--- config.mk ---
export PLATFORM = sky130hd
export DESIGN_NAME = led_frame_decoder_flat
export DESIGN_NICKNAME = d
export VERILOG_FILES = /design/src/rtl/led_frame_decoder_if.sv /design/src/rtl/led_frame_decoder.sv /design/src/flat_wrapper.sv
export SDC_FILE = /design/constraint.sdc
export NUM_CORES = 1
export LEC_CHECK = 0
export ABC_AREA = 1
export ABC_CLOCK_PERIOD_IN_PS = 9000
export BUFFER_PORTS_ARGS = -buffer_cell sky130_fd_sc_hd__buf_4
export CORE_ASPECT_RATIO = 1.75
export CORE_MARGIN = 2
export CORE_UTILIZATION = 60
export CTS_CLUSTER_SIZE = 16
export DETAILED_ROUTE_END_ITERATION = 8
export PLACE_DENSITY = 0.81
export SLEW_MARGIN = 30
export SYNTH_ARGS = -nofsm -noshare
export SYNTH_HDL_FRONTEND = slang
export SYNTH_SLANG_ARGS = --single-unit
--- constraint.sdc ---
create_clock -name clk -period 9 [get_ports clk]
set_input_delay 1.35 -clock clk [delete_from_list [all_inputs] [get_ports clk]]
set_output_delay 1.35 -clock clk [all_outputs]
set_load 0.005 [all_outputs]
--- src/rtl/led_frame_decoder_if.sv ---
// Serial LED-frame input stream and decoded result handshake, bundled for led_frame_decoder.
interface led_frame_decoder_if;
  logic        s_data;
  logic        s_valid;
  logic        sof;
  logic        frame_ready;
  logic [15:0] gameboard;
  logic [15:0] player_moves;
  logic [4:0]  piece_count;
  logic        err_illegal;
  logic        err_gravity;
  logic        out_valid;
  logic        out_ready;

  // Producer of the serial stream and consumer of the decoded board
  modport master (
    output s_data, s_valid, sof, out_ready,
    input  frame_ready, gameboard, player_moves, piece_count, err_illegal, err_gravity,
           out_valid
  );

  // The decoder itself
  modport slave (
    input  s_data, s_valid, sof, out_ready,
    output frame_ready, gameboard, player_moves, piece_count, err_illegal, err_gravity,
           out_valid
  );
endinterface

--- src/rtl/led_frame_decoder.sv ---
// Deserialises a 32-bit LED frame (bit 0 first) into a 4x4 board: occupancy, owner,
// piece count and error flags, presented with a valid/ready handshake.
// Optional macro LED_GRAVITY_CHECK_EN enables the gravity (floating piece) check;
// when undefined err_gravity is tied to 0.
module led_frame_decoder (
  input logic           clk,
  input logic           reset,
  led_frame_decoder_if.slave bus
);

  typedef enum logic [1:0] {StIdle, StShift, StDecode, StHold} state_e;

  state_e      state;
  logic [31:0] shift_reg;
  logic [4:0]  bit_count;
  logic [15:0] gameboard;
  logic [15:0] player_moves;
  logic [4:0]  piece_count;
  logic        err_illegal;
  logic        err_gravity;
  logic        out_valid;

  logic        frame_ready;
  logic        accept;
  logic [15:0] gb_dec;
  logic [15:0] pm_dec;
  logic [4:0]  pc_dec;
  logic        ill_dec;
  logic        grav_dec;

  // Reset gates frame_ready so it reads 0 for the whole time reset is held
  assign frame_ready = reset & ((state == StIdle) | (state == StShift));
  assign accept      = bus.s_valid & frame_ready;

  // Pair decode of the captured frame; an illegal 11 pair counts as empty
  always_comb begin
    gb_dec  = '0;
    pm_dec  = '0;
    pc_dec  = '0;
    ill_dec = 1'b0;
    for (int i = 0; i < 16; i++) begin
      case (shift_reg[2*i+1 -: 2])
        2'b01:   gb_dec[i] = 1'b1;
        2'b10: begin
          gb_dec[i] = 1'b1;
          pm_dec[i] = 1'b1;
        end
        2'b11:   ill_dec = 1'b1;
        default: ;
      endcase
      pc_dec = pc_dec + 5'(gb_dec[i]);
    end
  end

`ifdef LED_GRAVITY_CHECK_EN
  // Flag any occupied cell sitting directly on an empty cell of the same column
  always_comb begin
    grav_dec = 1'b0;
    for (int c = 0; c < 4; c++) begin
      for (int k = 1; k < 4; k++) begin
        if (gb_dec[4*c+k] && !gb_dec[4*c+k-1]) grav_dec = 1'b1;
      end
    end
  end
`else
  assign grav_dec = 1'b0;
`endif

  // Frame FSM: collect bits, decode for one cycle, then hold results until taken
  always_ff @(posedge clk or negedge reset) begin
    if (!reset) begin
      state        <= StIdle;
      shift_reg    <= '0;
      bit_count    <= '0;
      gameboard    <= '0;
      player_moves <= '0;
      piece_count  <= '0;
      err_illegal  <= 1'b0;
      err_gravity  <= 1'b0;
      out_valid    <= 1'b0;
    end else begin
      case (state)
        StIdle: begin
          if (accept && bus.sof) begin
            shift_reg <= {31'b0, bus.s_data};
            bit_count <= 5'd1;
            state     <= StShift;
          end
        end
        StShift: begin
          if (accept) begin
            if (bus.sof) begin
              // Restart: the sof bit becomes bit 0 of a fresh frame
              shift_reg <= {31'b0, bus.s_data};
              bit_count <= 5'd1;
            end else begin
              shift_reg[bit_count] <= bus.s_data;
              bit_count            <= bit_count + 5'd1;
              if (bit_count == 5'd31) state <= StDecode;
            end
          end
        end
        StDecode: begin
          gameboard    <= gb_dec;
          player_moves <= pm_dec;
          piece_count  <= pc_dec;
          err_illegal  <= ill_dec;
          err_gravity  <= grav_dec;
          out_valid    <= 1'b1;
          state        <= StHold;
        end
        StHold: begin
          if (bus.out_ready) begin
            out_valid <= 1'b0;
            state     <= StIdle;
          end
        end
        default: state <= StIdle;
      endcase
    end
  end

  assign bus.frame_ready  = frame_ready;
  assign bus.gameboard    = gameboard;
  assign bus.player_moves = player_moves;
  assign bus.piece_count  = piece_count;
  assign bus.err_illegal  = err_illegal;
  assign bus.err_gravity  = err_gravity;
  assign bus.out_valid    = out_valid;

endmodule

--- src/flat_wrapper.sv ---
// flat-port wrapper written by rule: the top's interface ports become plain ports
module led_frame_decoder_flat 
  (clk, reset, bus_s_data, bus_s_valid, bus_sof, bus_out_ready, bus_frame_ready, bus_gameboard, bus_player_moves, bus_piece_count, bus_err_illegal, bus_err_gravity, bus_out_valid);
  led_frame_decoder_if bus_i ();
  input logic clk;
  input logic reset;
  input wire logic [$bits(bus_i.s_data)-1:0] bus_s_data;
  input wire logic [$bits(bus_i.s_valid)-1:0] bus_s_valid;
  input wire logic [$bits(bus_i.sof)-1:0] bus_sof;
  input wire logic [$bits(bus_i.out_ready)-1:0] bus_out_ready;
  output wire logic [$bits(bus_i.frame_ready)-1:0] bus_frame_ready;
  output wire logic [$bits(bus_i.gameboard)-1:0] bus_gameboard;
  output wire logic [$bits(bus_i.player_moves)-1:0] bus_player_moves;
  output wire logic [$bits(bus_i.piece_count)-1:0] bus_piece_count;
  output wire logic [$bits(bus_i.err_illegal)-1:0] bus_err_illegal;
  output wire logic [$bits(bus_i.err_gravity)-1:0] bus_err_gravity;
  output wire logic [$bits(bus_i.out_valid)-1:0] bus_out_valid;
  assign bus_i.s_data = bus_s_data;
  assign bus_i.s_valid = bus_s_valid;
  assign bus_i.sof = bus_sof;
  assign bus_i.out_ready = bus_out_ready;
  assign bus_frame_ready = bus_i.frame_ready;
  assign bus_gameboard = bus_i.gameboard;
  assign bus_player_moves = bus_i.player_moves;
  assign bus_piece_count = bus_i.piece_count;
  assign bus_err_illegal = bus_i.err_illegal;
  assign bus_err_gravity = bus_i.err_gravity;
  assign bus_out_valid = bus_i.out_valid;
  led_frame_decoder u_core (.clk(clk), .reset(reset), .bus(bus_i));
endmodule
==> results of run 1 <==
==> placed cells by master (no fill, tap or decap), types with 2 or more instances in the layout <==
cell type  netlist  routed
o21ai_0         54      54
clkinv_2         0       2
nor2_1          61      61
a21oi_1          2       2
buf_4            2      47
nor3_1           3       3
nand2_1        144     144
bufinv_16        0       3
ha_1            46      46
inv_1           59      59
nand4_1          4       4
clkbuf_16        0       9
nand3_1         43      43
inv_2            2       2
fa_1            10      10
dfrtp_1         78      78
o211ai_1         2       2
==> per-stage QoR <==
stage / hold WS [ns] / instance area, µm²
CTS: 0.476 / 5220
global route: 0.508 / 5220
global placement: 0.456 / 4860
finish: 0.471 / 5220
detailed placement: 0.461 / 4870
floorplan: 0.465 / 4520
==> synthesized netlist by cell type (all sizes together) <==
cell type,instances,share of area
xor2,1,0.0019
conb,1,0.00083
clkinv,1,0.00083
nand3b,1,0.0017
nand3,44,0.051
nand2,145,0.12
inv,61,0.051
a21oi,3,0.0058
buf,8,0.014
a22o,1,0.0019
nor3,4,0.0069
o21ai,55,0.061
fa,10,0.044
o21a,1,0.0017
nand4,4,0.0055
clkbuf,15,0.014
or2,1,0.0014
dfrtp,78,0.43
ha,46,0.13
o211ai,3,0.0061
nor2,61,0.051
==> where the power goes <==
| group | total (W) | internal, W | leakage, nW | switching, W |
|---|---|---|---|---|
| clock network | 0.000423 | 0.000278 | 0.172 | 0.000145 |
| registers | 0.000401 | 0.000378 | 1.07 | 0.0000229 |
| logic | 0.000308 | 0.0000926 | 1.70 | 0.000215 |
==> layer usage <==
metal	wire length, µm	up-vias	track usage
li1	-	1788	-
met1	4000	1725	0.308
met2	5260	110	0.445
met3	469	25	0.0499
met4	297	0	0.120
met5	0	-	0
==> final timing paths <==
check,endpoint,depth (start not counted)
worst max-delay path,u_core.bus.piece_count[2]$_DFFE_PN0P_,16
min in group asynchronous,u_core.state[0]$_DFFE_PN0P_,1
worst max register to register,u_core.bus.piece_count[2]$_DFFE_PN0P_,16
worst min register to register,u_core.bus.player_moves[14]$_DFFE_PN0P_,2
max in group asynchronous,u_core.shift_reg[0]$_DFFE_PN0P_,2
worst min-delay path,u_core.bus.player_moves[14]$_DFFE_PN0P_,2
==> layout make-up <==
type | count | area, µm²
clock buffers | 10 | 239
clock inverters | 6 | 109
fillers | 541 | 2060
inverters | 62 | 233
multi-input cells | 381 | 2210
flip-flops and latches | 78 | 1950
well taps | 86 | 108
repair buffers | 48 | 368
==> logic make-up (layout without fill, tap and decap cells) <==
family,Yosys count,after routing,share of synthesized area
compound gates,63,63,0.0763
xor+xnor,1,1,0.00194
fa+ha+maj,56,56,0.171
buf+inv,85,126,0.0796
flops,78,78,0.431
other cells,1,1,0.000829
simple gates,260,260,0.238
==> critical path, cell delays in order (launching register included) <==
cell and delay [ns]:
dfrtp_1 0.39, inv_1 0.06, ha_1 0.30, inv_1 0.05
ha_1 0.29, fa_1 0.51, inv_1 0.06, fa_1 0.52
inv_1 0.05, fa_1 0.46, fa_1 0.48, inv_1 0.05
fa_1 0.45, fa_1 0.40, nor2_1 0.15, nor2_1 0.06
a22o_1 0.18
==> metrics.txt, run 1 <==
status finished clean; post_cts resized 0; DP Cell Count 655; CP Launch Point u_core.shift_reg[2]$_DFFE_PN0P_; routability congestion estimate a little under 0.9; placed wire-length estimate 6980 µm; first drt pass iteration count 5; unrepaired setup endpoints after global routing false; Initial DRC Count about 240; Sink Count 78; Critical Path End Type flop; pre-CTS setup slack ~4.4 ns; peak supply drop around 0.19 mV; Non-Filler Instances approximately 670; Final setup viols 0; Initial Util 0.621; Pwr Density between 200 and 250 nW/µm²; Reg clk slew, reported paths around 0.060 ns; CP Launch Type flop; max_slew headroom 0.374; Hold Path Class reg -> reg; fin util 0.717; CP Data Arrival Time about 4.8 ns; H-Tree Depth 3; Slew @ Worst Pin about 0.94 ns; vias in the first global route about 3600; Leak Pwr 2.94 nW; worst-skew pair later-pin latency 0.34 ns; pin count of the biggest net entering global routing 65; critical path fanouts, max 3; Chip Height roughly 120 µm; f_max about 0.22 GHz; total number of vias around 3600; all-layer global routing usage 0.258; R2R setup slack ~4.4 ns; mean post-synth cell area approximately 8.3 µm²; critical path class reg -> reg; post-DR vias/cell ~5.4; FP Rows between 40 and 50; Antenna diodes 0; # port buffers 45; hold_buf cts 0; share of the yosys chip area belonging to registers 0.431; Placeable Area around 7300 µm²; TNS Setup 0 ns; NumNets Final ~640; Pwr Total 0.00113 W; PnR worst setup slack roughly 4.4 ns; max FFs per register 32; Final min period between 4 and 5 ns; Hold Path Origin u_core.bus.player_moves[14]$_DFFE_PN0P_; Post-Syn Nets between 600 and 700; mapped cell area between 4000 and 5000 µm²; share of layout cells above drive strength 1 0.123; first-pass GRT wire length 16900 µm; Synth Register Bits 78; period utilization 0.509; Netlist cell types 31; postcts setup bufs 0; drt drc 0; Reg-to-Reg Start u_core.shift_reg[2]$_DFFE_PN0P_; CP required 9.23 ns; Post-Route WL between 10000 and 15000 µm; CTS tree built; die area 8280 µm²; Layout area overhead 15.4%; GRT overflow 0; initial antenna violation count 0; deepest clock path buffer count 2; Cells after Synth roughly 540; Final Max Tran Viols 0; clock root buffer clkbuf_16; max cap viols 0; yosys warns 0; WL/cell ~15 µm; final hold violations 0; Final Skew just over 0.008 ns; final antenna-violating net count 0; Num CTS Buffers 9; Ports 47; width of the die a little under 70 µm
Note: power is estimated with default switching activity, not from simulation.
==> run 2: changes to the inputs <==
--- a/config.mk
+++ b/config.mk
@@ -6,14 +6,14 @@
 export NUM_CORES = 1
 export LEC_CHECK = 0
 export ABC_AREA = 1
-export ABC_CLOCK_PERIOD_IN_PS = 9000
+export ABC_CLOCK_PERIOD_IN_PS = 4200
 export BUFFER_PORTS_ARGS = -buffer_cell sky130_fd_sc_hd__buf_4
 export CORE_ASPECT_RATIO = 1.75
 export CORE_MARGIN = 2
-export CORE_UTILIZATION = 60
+export CORE_UTILIZATION = 54
 export CTS_CLUSTER_SIZE = 16
 export DETAILED_ROUTE_END_ITERATION = 8
-export PLACE_DENSITY = 0.81
+export PLACE_DENSITY = 0.77
 export SLEW_MARGIN = 30
 export SYNTH_ARGS = -nofsm -noshare
 export SYNTH_HDL_FRONTEND = slang
==> constraint.sdc (replaced) <==
create_clock -name clk -period 4.2 [get_ports clk]
set_input_delay 0.63 -clock clk [delete_from_list [all_inputs] [get_ports clk]]
set_output_delay 0.63 -clock clk [all_outputs]
set_load 0.005 [all_outputs]
==> run 2 against run 1 <==
The flow now finishes with violations (negative setup slack). Critical path depth down 1. Wire length rose by 0.67%. Die area rose by 11%. First-iteration DRC count decreased by 25%. Largest cell class unchanged. Sequential power grew 110%. Combinational power increased by 140%. Register-to-register slack got worse by 4.5 ns. Cell area is 2.6% higher. Worst setup slack got worse by 4.5 ns. Sequential share of layout area down 0.93 points. Clock skew about the same.
==> metrics.txt, run 2 (same netlist as run 1, synthesis figures left out) <==
first-pass GRT wire length 16800 µm (-0.57%); Placed Area 4950 µm² (+1.5%); Leak Pwr 2.99 nW (+1.7%); max cap viols 0 (unchanged); CP Launch Type flop; commonest non-fill, non-tap cell in the layout nand2_1; Pwr Density 460 nW/µm² (+110%); routability congestion estimate 0.876 (-0.77%); critical path class reg -> reg; Slew @ Worst Pin 0.927 ns (-0.0115 ns); all-layer global routing usage 0.236 (-0.0215); max FFs per register 32 (unchanged); final instance area 5350 µm² (+2.6%); final hold violations 0 (unchanged); deepest clock path buffer count 2 (unchanged); Layout area overhead 18.3%; # port buffers 45 (unchanged); peak supply drop 0.297 mV (+59%); Sink Count 78 (unchanged); first drt pass iteration count 5 (unchanged); Reg clk slew, reported paths 0.06 ns (about the same); pin count of the biggest net entering global routing 45 (-31%); CP required 4.42 ns (-4.81 ns); FP Rows 44 (+7.3%); Post-Route WL 10100 µm (+0.67%); Final Skew 0.00793 ns (-0.000376 ns); hold_buf cts 0 (unchanged); Antenna diodes 0 (unchanged); initial antenna violation count 0 (unchanged); H-Tree Depth 3 (unchanged); Critical Path End Type flop; width of the die 73.2 µm (+5.1%); Chip Height 125 µm (+5.2%); vias in the first global route 3674 (+1.3%); Num CTS Buffers 9 (unchanged); Final setup viols 2 (+2); DP Cell Count 670 (+2.3%); Pwr Total 0.00246 W (+120%); clock root buffer clkbuf_16; max_slew headroom 0.381 (+0.00766); Non-Filler Instances 691 (+3.0%); global routing usage on met1 0.270 (-0.0375); commonest cells after routing, fill and taps aside nand2_1 (144), dfrtp_1 (78), buf_4 (62); die area 9150 µm² (+11%); Final Max Tran Viols 0 (unchanged); violated checks negative setup slack; Initial Util 0.552 (-0.0695); met2 Use GR 0.410 (-0.0357); total number of vias 3752 (+2.9%); Placeable Area 8200 µm² (+13%); Top Usage Layer GRT met2; GRT overflow 0 (unchanged); PnR worst setup slack -0.0826 ns (-4.50 ns); Initial DRC Count 184 (-25%); Ports 47 (unchanged); Final min period 4.28 ns (-0.297 ns); WL/cell 14.6 µm (-2.2%); NumNets Final 656 (+2.2%); TNS Setup -0.150 ns (-0.150 ns); status complete, but fails checks; post-DR vias/cell 5.43 (-0.13%); period utilization 1.02 (+0.511); share of layout cells above drive strength 1 0.157 (+0.0339); CTS tree built; drt drc 0 (unchanged); worst-skew pair later-pin latency 0.34 ns (about the same); pre-CTS setup slack -0.141 ns (-4.52 ns); unrepaired setup endpoints after global routing true; final antenna-violating net count 0 (unchanged); Hold Path Class in -> async; CP Data Arrival Time 4.51 ns (-0.30 ns); placed wire-length estimate 7170 µm (+2.7%); critical path fanouts, max 2 (-1); met3 Track Usage GR 0.0556 (+0.00568); f_max 0.234 GHz (+6.9%)
run 2: changes by cell type in the layout (fill, tap and decap cells not counted), sizes merged:
cell	change
clkinv	-2
clkbuf	+2
buf	+14
run 2: per-layer routing:
metal  part of all wire  wire (µm)  vias to the layer above
met3              0.045        457                       24
met2               0.54       5490                      109
li1                   -          -                     1824
met5                  0          0                        -
met4              0.026        263                        0
met1               0.38       3890                     1795
run 2: final timing paths:
kind | from | end | slack, ns | cells past startpoint
max in group asynchronous | reset | u_core.shift_reg[31]$_DFFE_PN0P_ | 2.99 | 2
hold reg to reg | u_core.bus.player_moves[7]$_DFFE_PN0P_ | u_core.bus.player_moves[7]$_DFFE_PN0P_ | 0.47 | 2
min in group clk | u_core.bus.player_moves[7]$_DFFE_PN0P_ | u_core.bus.player_moves[7]$_DFFE_PN0P_ | 0.47 | 2
setup reg to reg | u_core.shift_reg[1]$_DFFE_PN0P_ | u_core.bus.piece_count[2]$_DFFE_PN0P_ | -0.08 | 15
setup / recovery | u_core.shift_reg[1]$_DFFE_PN0P_ | u_core.bus.piece_count[2]$_DFFE_PN0P_ | -0.08 | 15
hold / removal | reset | u_core.bus.piece_count[4]$_DFFE_PN0P_ | 0.29 | 1
run 2: critical path, cell delays in order (launching register included):
cell and delay [ns]:
dfrtp_1 0.42, ha_4 0.29, inv_2 0.04, ha_4 0.23, fa_1 0.50, inv_2 0.04
fa_1 0.47, inv_1 0.05, fa_1 0.46, fa_1 0.54, inv_2 0.04, fa_2 0.35
fa_2 0.38, nor2_2 0.10, nor2_1 0.05, a22o_1 0.19
run 2: through the flow:
step	util	hold WS, ns
floorplan	-	0.334
global route	0.653	0.331
CTS	0.650	0.304
global placement	0.603	0.456
detailed placement	0.603	0.460
finish	0.653	0.290
run 2: cell type report:
cell class,instances,area (µm²)
Fill cell,661,2850
Multi-Input combinational cell,381,2260
Sequential cell,78,1950
Timing Repair Buffer,62,465
Clock buffer,12,236
Inverter,62,233
Tap cell,92,115
Clock inverter,4,95.1
run 2: where the power goes:
group / internal [W] / switching [W]
Sequential: 0.000810 / 0.0000506
Combinational: 0.000245 / 0.000481
Clock: 0.000580 / 0.000297
Total: 0.00164 / 0.000829
run 2: timing repair:
item,4_1_cts,5_1_grt
setup endpoints to repair,3,3
gates resized for setup,7,1
setup buffers,2,3
pin swaps,10,7
gates cloned,0,0
